--- src/rtl/leaf_inject_scheduler_pkg.sv ---
// Shared BFT definitions: switch direction codes, injection throttle states
// and packet field layout helpers ({valid, dest_addr, payload}, valid as MSB).
package leaf_inject_scheduler_pkg;

    typedef enum logic [1:0] {
        DIR_LEFT  = 2'd0,
        DIR_RIGHT = 2'd1,
        DIR_UP    = 2'd2,
        DIR_VOID  = 2'd3
    } bft_dir_e;

    typedef enum logic {
        RUN  = 1'b0,
        IDLE = 1'b1
    } throttle_state_e;

    localparam int unsigned PKT_PAYLOAD_LSB = 0;
    localparam int unsigned RX_FIFO_DEPTH   = 4;

    function automatic int unsigned pkt_addr_lsb(input int unsigned payload_w);
        return payload_w;
    endfunction

    function automatic int unsigned pkt_valid_bit(input int unsigned addr_w,
                                                  input int unsigned payload_w);
        return addr_w + payload_w;
    endfunction

endpackage

--- src/rtl/leaf_inject_scheduler_rr_arbiter.sv ---
// Round-robin arbiter: scans req starting at ptr, wrapping modulo N, and
// grants the first requester as a one-hot vector.
module rr_arbiter
    import leaf_inject_scheduler_pkg::*;
#(
    parameter  int unsigned N  = 4,
    localparam int unsigned PW = $clog2(N)
) (
    input  logic [N-1:0]  req,
    input  logic [PW-1:0] ptr,
    output logic [N-1:0]  grant
);

    logic [PW-1:0] idx;
    logic          found;

    // N is a power of two, so the PW-bit add wraps the search index for free
    always_comb begin
        grant = '0;
        found = 1'b0;
        idx   = '0;
        for (int unsigned k = 0; k < N; k++) begin
            idx = ptr + PW'(k);
            if (!found && req[idx]) begin
                grant[idx] = 1'b1;
                found      = 1'b1;
            end
        end
    end

endmodule

--- src/rtl/leaf_inject_scheduler.sv ---
// Leaf injection scheduler: round-robin shares one leaf injection port among
// local sources with a burst throttle, and buffers delivered packets in a FIFO.
module leaf_inject_scheduler
    import leaf_inject_scheduler_pkg::*;
#(
    parameter int unsigned num_srcs   = 4,
    parameter int unsigned num_leaves = 256,
    parameter int unsigned payload_sz = 43,
    parameter int unsigned p_sz       = 52,
    parameter int unsigned burst_max  = 8
) (
    input  logic                                   clk,
    input  logic                                   reset_n,
    input  logic [num_srcs-1:0]                    src_valid,
    output logic [num_srcs-1:0]                    src_ready,
    input  logic [num_srcs*$clog2(num_leaves)-1:0] src_dest,
    input  logic [num_srcs*payload_sz-1:0]         src_payload,
    output logic [p_sz-1:0]                        bus_o,
    input  logic [p_sz-1:0]                        bus_i,
    output logic                                   rx_valid,
    input  logic                                   rx_ready,
    output logic [payload_sz-1:0]                  rx_data,
    output logic [15:0]                            rx_drop_cnt
);

    localparam int unsigned A         = $clog2(num_leaves);
    localparam int unsigned SW        = $clog2(num_srcs);
    localparam int unsigned BW        = $clog2(burst_max + 1);
    localparam int unsigned ADDR_LSB  = pkt_addr_lsb(payload_sz);
    localparam int unsigned VALID_BIT = pkt_valid_bit(A, payload_sz);

    throttle_state_e       state_q;
    logic [BW-1:0]         burst_cnt_q;
    logic [SW-1:0]         rr_ptr_q, rr_ptr_d, gnt_idx;
    logic [num_srcs-1:0]   arb_req, grant;
    logic                  gnt_any;
    logic [A-1:0]          gnt_dest;
    logic [payload_sz-1:0] gnt_payload;
    logic [p_sz-1:0]       bus_d;

    // Reset and the idle cycle both gate requests, so no grant can leak out
    assign arb_req = (reset_n && state_q == RUN) ? src_valid : '0;

    rr_arbiter #(.N(num_srcs)) u_arb (
        .req   (arb_req),
        .ptr   (rr_ptr_q),
        .grant (grant)
    );

    assign src_ready = grant;
    assign gnt_any   = |grant;

    always_comb begin
        gnt_idx     = '0;
        gnt_dest    = '0;
        gnt_payload = '0;
        for (int unsigned i = 0; i < num_srcs; i++) begin
            if (grant[i]) begin
                gnt_idx     = SW'(i);
                gnt_dest    = src_dest[i*A +: A];
                gnt_payload = src_payload[i*payload_sz +: payload_sz];
            end
        end
    end

    assign rr_ptr_d = gnt_any ? gnt_idx + SW'(1) : rr_ptr_q;

    always_comb begin
        bus_d = '0;
        if (gnt_any) begin
            bus_d[VALID_BIT]                        = 1'b1;
            bus_d[ADDR_LSB +: A]                    = gnt_dest;
            bus_d[PKT_PAYLOAD_LSB +: payload_sz]    = gnt_payload;
        end
    end

    always_ff @(posedge clk or negedge reset_n) begin
        if (!reset_n) begin
            bus_o    <= '0;
            rr_ptr_q <= '0;
        end else begin
            bus_o    <= bus_d;
            rr_ptr_q <= rr_ptr_d;
        end
    end

    always_ff @(posedge clk or negedge reset_n) begin
        if (!reset_n) begin
            state_q     <= RUN;
            burst_cnt_q <= '0;
        end else begin
            case (state_q)
                RUN: begin
                    if (!gnt_any) begin
                        burst_cnt_q <= '0;
                    end else if (burst_cnt_q == BW'(burst_max - 1)) begin
                        state_q     <= IDLE;
                        burst_cnt_q <= '0;
                    end else begin
                        burst_cnt_q <= burst_cnt_q + BW'(1);
                    end
                end
                IDLE: begin
                    state_q     <= RUN;
                    burst_cnt_q <= '0;
                end
                default: begin
                    state_q     <= RUN;
                    burst_cnt_q <= '0;
                end
            endcase
        end
    end

    logic [payload_sz-1:0] fifo_mem [RX_FIFO_DEPTH];
    logic [1:0]            wr_ptr_q, wr_ptr_d, rd_ptr_q, rd_ptr_d;
    logic [2:0]            count_q, count_d, count_after_pop;
    logic                  rx_valid_q;
    logic [15:0]           drop_q, drop_d;
    logic                  push_in, push, pop, drop;
    logic                  unused_bus_dest;

    assign push_in         = bus_i[VALID_BIT];
    assign pop             = rx_valid_q & rx_ready;
    assign unused_bus_dest = ^bus_i[ADDR_LSB +: A];

    // Fullness is judged after this cycle's pop, so push+pop on a full FIFO fits
    always_comb begin
        count_after_pop = count_q - {2'b00, pop};
        push            = push_in && (count_after_pop != 3'(RX_FIFO_DEPTH));
        drop            = push_in && !push;
        wr_ptr_d        = wr_ptr_q + {1'b0, push};
        rd_ptr_d        = rd_ptr_q + {1'b0, pop};
        count_d         = count_after_pop + {2'b00, push};
        drop_d          = (drop && drop_q != 16'hFFFF) ? drop_q + 16'd1 : drop_q;
    end

    always_ff @(posedge clk or negedge reset_n) begin
        if (!reset_n) begin
            wr_ptr_q   <= '0;
            rd_ptr_q   <= '0;
            count_q    <= '0;
            rx_valid_q <= 1'b0;
            drop_q     <= '0;
        end else begin
            wr_ptr_q   <= wr_ptr_d;
            rd_ptr_q   <= rd_ptr_d;
            count_q    <= count_d;
            rx_valid_q <= (count_d != 3'd0);
            drop_q     <= drop_d;
        end
    end

    always_ff @(posedge clk) begin
        if (push) begin
            fifo_mem[wr_ptr_q] <= bus_i[payload_sz-1:0];
        end
    end

    assign rx_valid    = rx_valid_q;
    assign rx_data     = fifo_mem[rd_ptr_q];
    assign rx_drop_cnt = drop_q;

endmodule
--- config.mk ---
export PLATFORM = sky130hd
export DESIGN_NAME = leaf_inject_scheduler
export DESIGN_NICKNAME = d
export VERILOG_FILES = /design/src/rtl/leaf_inject_scheduler_pkg.sv /design/src/rtl/leaf_inject_scheduler_rr_arbiter.sv /design/src/rtl/leaf_inject_scheduler.sv
export SDC_FILE = /design/constraint.sdc
export NUM_CORES = 1
export LEC_CHECK = 0
export CAP_MARGIN = 20
export CORE_ASPECT_RATIO = 0.6
export CORE_MARGIN = 8
export CORE_UTILIZATION = 40
export DETAILED_ROUTE_END_ITERATION = 10
export PLACE_DENSITY = 0.83
export SLEW_MARGIN = 15
export SYNTH_ARGS = -nofsm -noshare
export SYNTH_HDL_FRONTEND = slang
export SYNTH_HIERARCHICAL = 1
export SYNTH_SLANG_ARGS = --single-unit
--- constraint.sdc ---
create_clock -name clk -period 4.85 [get_ports clk]
set_input_delay 0.7275 -clock clk [delete_from_list [all_inputs] [get_ports clk]]
set_output_delay 0.7275 -clock clk [all_outputs]
set_load 0.02 [all_outputs]
# Word-level counts from Yosys, hierarchy flattened
# Memory sizes are Yosys's and may differ from the RTL's.
# Cells that the tools add are included.
[classes] n_eq_ne=3 div_mod_pow=0 n_mux=44 magnitude_cmp=8 n_addsub=10 n_reduce_logical=17 mul=0 shifts=0 bitwise=5
[op_table] cell="$mux 43" n=4
[op_table] cell="$mux 52" n=1
[op_table] cell="$mux 8" n=4
[op_table] cell="$mux 4" n=7
[op_table] cell="$add 16x1->16 const B" n=1
[op_table] cell="$mux 1" n=16
[op_table] cell="$ne 16x16->1 const B" n=1
[op_table] cell="$lt 2x3->1 const B" n=4
[op_table] cell="$or 4x4->4" n=3
[op_table] cell="$logic_and 1x1->1" n=11
[op_table] cell="$bmux 1 s2" n=4
[op_table] cell="$demux 1 s2" n=4
[op_table] cell="$ge 2x1->1 const B" n=4
[op_table] cell="$pmux 4 s2" n=1
[op_table] cell="$add 2x1->2" n=2
[op_table] cell="$add 2x1->2 const B" n=2
[op_table] cell="$add 2x2->2 const B" n=2
[op_table] cell="$add 4x1->4 const B" n=1
[op_table] cell="$eq 4x3->1 const B" n=1
[op_table] cell="$logic_not 1->1" n=4
[op_table] cell="$mux 2" n=2
[op_table] cell="$reduce_or 4->1" n=1
[op_table] cell="$add 3x1->3" n=1
[op_table] cell="$ne 3x3->1 const B" n=1
[op_table] cell="other kinds (5)" n=5
[word_totals] romBits=0 n_memories=1 input_bits=263 latchBits=0 regBits=83 ram_bits=172 wordCells=97
[mem_list] name="fifo_mem" words=4 width=43 rd=1 rd_ports_with_merged_regs=0 wr=1 line_no="leaf_inject_scheduler.sv:115" source="logic [payload_sz-1:0] fifo_mem [RX_FIFO_DEPTH];"

# Longest topological paths before layout
[depth] ltp_word=20 mapped_depth=14 mapped_depth_nobuf=10

# Hierarchy
# The synthesis kept the hierarchy.
[modules_own_cells] mod="leaf_inject_scheduler" cells_per_inst=665 n_inst=1 area_per_inst_um2=10558.9
[modules_own_cells] mod="rr_arbiter" cells_per_inst=36 n_inst=1 area_per_inst_um2=337.8

# Worst setup path after synthesis
# Ideal clock, no wire load.
[synth_timing] kind="input to register" from="input port rx_ready" to="memory fifo_mem[2][0], enable pin" setup_ns=0.506 n_path_buf=0 arrival_time_ns=4.839 slack_ns=-0.495 stages=6 cell_sequence="and2_1 -> ha_1 -> ha_1 -> xnor2_1 -> o21ai_2 -> nor3b_1"
[synth_via] elab_chain_len=6
[synth_lines] element="from (decl)" line_no="leaf_inject_scheduler.sv:21" source="input logic rx_ready,"
[synth_lines] element="$and 1x1->1" line_no="leaf_inject_scheduler.sv:124" source="assign pop = rx_valid_q & rx_ready;"
[synth_lines] element="$sub 3x1->3" line_no="leaf_inject_scheduler.sv:129" source="count_after_pop = count_q - {2'b00, pop};"
[synth_lines] element="$ne 3x3->1" line_no="leaf_inject_scheduler.sv:130" source="push = push_in && (count_after_pop != 3'(RX_FIFO_DEPTH));"
[synth_lines] element="$logic_and 1x1->1" line_no="leaf_inject_scheduler.sv:130"
[synth_lines] element="$mux 1" line_no="leaf_inject_scheduler.sv:155" source="if (push) begin"
[synth_lines] element="$mux 1 (not written as such)" line_no="leaf_inject_scheduler.sv:156" source="fifo_mem[wr_ptr_q] <= bus_i[payload_sz-1:0];"
[synth_lines] element="to (decl)" line_no="leaf_inject_scheduler.sv:115"
# No other way between the ends.

# Worst setup path after layout
[layout_timing] from="input port reset_n" to="output port src_ready[1]"
[layout_via] elab_chain_len=14 elab_cells_between_ends=26 classes_between="mux (16); bitwise (3); reduce/logical (7)"
[layout_lines] element="from (decl)" line_no="leaf_inject_scheduler.sv:13" source="input logic reset_n,"
[layout_lines] element="$logic_and 1x1->1 (*)" line_no="leaf_inject_scheduler.sv:42" source="assign arb_req = (reset_n && state_q == RUN) ? src_valid : '0;"
[layout_lines] element="$mux 4 (*)" line_no="leaf_inject_scheduler.sv:42"
[layout_lines] element="named net arb_req[3]" line_no="leaf_inject_scheduler.sv:35" source="logic [num_srcs-1:0] arb_req, grant;"
[layout_lines] element="$bmux 1 s2" line_no="leaf_inject_scheduler_rr_arbiter.sv:24" source="if (!found && req[idx]) begin"
[layout_lines] element="$mux 1 (not written as such)" line_no="leaf_inject_scheduler_rr_arbiter.sv:24"
[layout_lines] element="$mux 1" line_no="leaf_inject_scheduler_rr_arbiter.sv:24"
[layout_lines] element="$logic_not 1->1" line_no="leaf_inject_scheduler_rr_arbiter.sv:24"
[layout_lines] element="$logic_and 1x1->1" line_no="leaf_inject_scheduler_rr_arbiter.sv:24"
[layout_lines] element="$mux 1" line_no="leaf_inject_scheduler_rr_arbiter.sv:24"
[layout_lines] element="$logic_not 1->1" line_no="leaf_inject_scheduler_rr_arbiter.sv:24"
[layout_lines] element="$logic_and 1x1->1" line_no="leaf_inject_scheduler_rr_arbiter.sv:24"
[layout_lines] element="$mux 1" line_no="leaf_inject_scheduler_rr_arbiter.sv:24"
[layout_lines] element="$logic_not 1->1" line_no="leaf_inject_scheduler_rr_arbiter.sv:24"
[layout_lines] element="$logic_and 1x1->1" line_no="leaf_inject_scheduler_rr_arbiter.sv:24"
[layout_lines] element="$mux 4 (*)" line_no="leaf_inject_scheduler_rr_arbiter.sv:24"
[layout_lines] element="to (decl)" line_no="leaf_inject_scheduler.sv:15" source="output logic [num_srcs-1:0] src_ready,"
# Mark *: on every way through the listed nets, which the timed path passes. The rest lies on a longest branch. The select of a mux whose other input is x is not followed.

==> results.cfg <==
[run_status]
outcome = finished clean

[setup_path]
crit_cells = 9
r2r_start = rr_ptr_q[0]
path_cells = dlygate4sd3_1, buf_4, nor2b_1, and2_1, mux4_2, nor4b_4, nand2_1, o211ai_1, clkdlybuf4s50_1
r2r-end = bus_o[48]
cp-end-kind = primary output
crit_arrival_ps = 3870
critPathKind = in2out
critPathLaunchType = primary input
path_delay_family = buffers and inverters
path_buf_inv = 3
critical-path-slowest-cell = clkdlybuf4s50_1
endpoint = src_ready[1]
r2r_slack_ps = 930
critPathMaxStageDelay_ps = 720
startpoint = reset_n
ff2ff_path_depth = 11
cp_max_fo = 10
cp.required_ps = 4120

[timing]
fin_crit_sh = 0.947
max_freq_ghz = 0.218
fin_crit_ps = 4590
setup_ws_ps = 255
relSlewSlack = 0.382
rsz0062_at_grt = no
finalHoldViolations = 0
tightest_slew_ps = 926
fin_skew_ps = 14.0
slew_viol_final = 0
fin_tns_setup_ps = 0
finalSetupViolations = 0

[worst_hold_path]
hp-class = reg2reg

[detailed_routing]
vias_per_cell = 5.41
top_layer = met4
met2_wirelength_microns = 16800
drt_wl_total_microns = 33800
met1Wirelength_microns = 13200
drt-initial-drc-count = 725
drt_pass1_iterations = 5
wl_met3_microns = 2860
avgRoutedWirePerCell_microns = 23.3
postRouteAntennaNets = 0
drcViolationCount = 0
vias = 7841

[layout]
drive_above_1_share = 0.111
fin_cells = 1450
fin_nets = 1342
syn_to_final_growth_pct = 44.8

[global_route]
antenna_found_initial = 10
grt_max_degree = 89
grt_use_total = 0.198
grt_pass1_vias = 8235
grt_pass1_wl_microns = 50000
grt_overflow_total = 0

[pwr]
peakVddDrop_mv = 0.361
finalPower_w = 0.0104
clock_power_share = 0.170
p_leak_nw = 5.72
comb_power_share = 0.504
p_per_area_mw_per_mm2 = 656
power.internal_w = 0.00633
seq_power_share = 0.325
sw_frac_of_total = 0.389
p_sw_w = 0.00403

[place]
numPortBuffers = 370
gp_congestion = 0.850
place_ws_ps = 499
dpl.cell_count = 1398
place_hpwl_microns = 25000

[synth]
syn-num-nets = 977
synth-seq-area-share = 0.665
synth_area_sq_mm = 0.0109
synth_cells = 701
yosys_register_bits = 255
yosysWarnings = 6
yosysUniqueCellTypes = 49
syn_avg_cell_area_sq_um = 15.5

[clocking]
cts.path.max_buffers = 3
cts_tree = done
cts_root_buffer = clkbuf_16
insertion_delay_ps = 530
htree_levels = 1
clk_pin_slew_worst_paths_ps = 60
clock-sinks = 255
hold_buffers = 1
cts_resized = 0
numCtsBuffers = 24
cts_setup_buffers = 0

[floorplan]
dieHeight_microns = 144
die_w_microns = 229
rows = 46
core_area_sq_mm = 0.0266
floorplan.initialDensity = 0.410
ios = 379
die_area_sq_mm = 0.0330

[flow_run]
maxCapViolCount = 0
[placed cells by master, fill, tap and decap left out, drive strengths merged, types with 5 or more instances in the layout]
cell type        n
nor3            12
a221oi          33
o31ai           33
ha              13
inv             14
edfxtp         172
and2             5
nor2            15
clkdlybuf4s50  369
a21oi            7
nand4            6
a22o            18
dfrtp           83
o21ai           20
nand3            9
nor2b           36
xor2            13
clkinv           6
diode            9
a22oi           18
mux4            47
clkbuf          34
nor4             7
nand2           65
xnor2            6
buf             15
[Yosys cell counts (all sizes together)]
master | n | area share
a21o | 4 | 0.0032
a21oi | 7 | 0.0032
a221oi | 33 | 0.027
a22o | 18 | 0.014
a22oi | 18 | 0.012
and2 | 5 | 0.0029
and3 | 3 | 0.0018
and4 | 1 | 0.00080
and4bb | 1 | 0.0011
buf | 19 | 0.0090
clkbuf | 27 | 0.0093
dfrtp | 83 | 0.19
edfxtp | 172 | 0.47
ha | 13 | 0.015
inv | 14 | 0.0048
mux2 | 3 | 0.0034
mux4 | 47 | 0.098
nand2 | 65 | 0.022
nand2b | 3 | 0.0017
nand3 | 9 | 0.0046
nand4 | 6 | 0.0054
nor2 | 15 | 0.0054
nor2b | 36 | 0.021
nor3 | 12 | 0.0060
nor3b | 2 | 0.0018
nor4 | 7 | 0.0079
nor4b | 1 | 0.0022
o211ai | 4 | 0.0028
o21ai | 20 | 0.0095
o31ai | 33 | 0.023
or3 | 1 | 0.00057
xnor2 | 6 | 0.0048
xor2 | 13 | 0.011
[per-stage QoR]
| stage | instance area, sq um | utilization | hold slack [ps] |
|---|---|---|---|
| floorplan | 10900 | - | 432 |
| global placement | 15000 | 0.564 | 459 |
| detailed placement | 15000 | 0.564 | 464 |
| CTS | 15700 | 0.592 | 473 |
| global route | 15800 | 0.593 | 514 |
| finish | 15800 | 0.593 | 470 |
[power groups by stage]
stage | clock network [W] | logic, W | registers [W]
2_1_floorplan | 0 | 0.00303 | 0.00349
3_3_place_gp | 0 | 0.00513 | 0.00339
3_5_place_dp | 0 | 0.00524 | 0.00342
4_1_cts | 0.00182 | 0.00525 | 0.00339
5_1_grt | 0.00190 | 0.00560 | 0.00345
6_report | 0.00176 | 0.00522 | 0.00337
[sequential cells by signal, summed over array words and instances, names as in the netlist]
register,cells
rx_drop_cnt,16
fifo_mem,172
rx_valid,1
bus_o,52
rd_ptr_q,2
burst_cnt_q,4
count_q,3
rr_ptr_q,2
state_q,1
wr_ptr_q,2
[routing by layer]
layer	track usage	vias up
met4	0.0749	0
met3	0.0620	60
met2	0.323	356
met1	0.247	3943
met5	0	-
li1	-	3482
[layout make-up]
type	count	area (sq um)
multi-input combinational	386	3440
fill	2060	10800
clock inverter	7	46.3
inverter	14	52.6
timing repair buffer	385	3830
clock buffer	34	688
sequential	255	7250
tap	360	450
antenna	9	22.5
[cells by family after synthesis]
group | share of synthesized area
adder cells (fa/ha/maj) | 0.0149
multiplexers | 0.101
flip-flops | 0.665
AO/OA/AOI/OAI | 0.0948
buffers and inverters | 0.0231
AND/OR/NAND/NOR | 0.0853
XOR/XNOR | 0.0160
[worst min path at each step]
stage                        start  cells after the start        endpoint  slack, ps
detailed placement  burst_cnt_q[0]                      1  burst_cnt_q[0]        460
global placement    burst_cnt_q[0]                      1  burst_cnt_q[0]        460
finish              burst_cnt_q[0]                      1  burst_cnt_q[0]        470
CTS                 burst_cnt_q[0]                      1  burst_cnt_q[0]        470
global route               reset_n                      2       bus_o[43]        510
floorplan                  reset_n                      0  burst_cnt_q[0]        430
(Power assumes the default switching activity.)
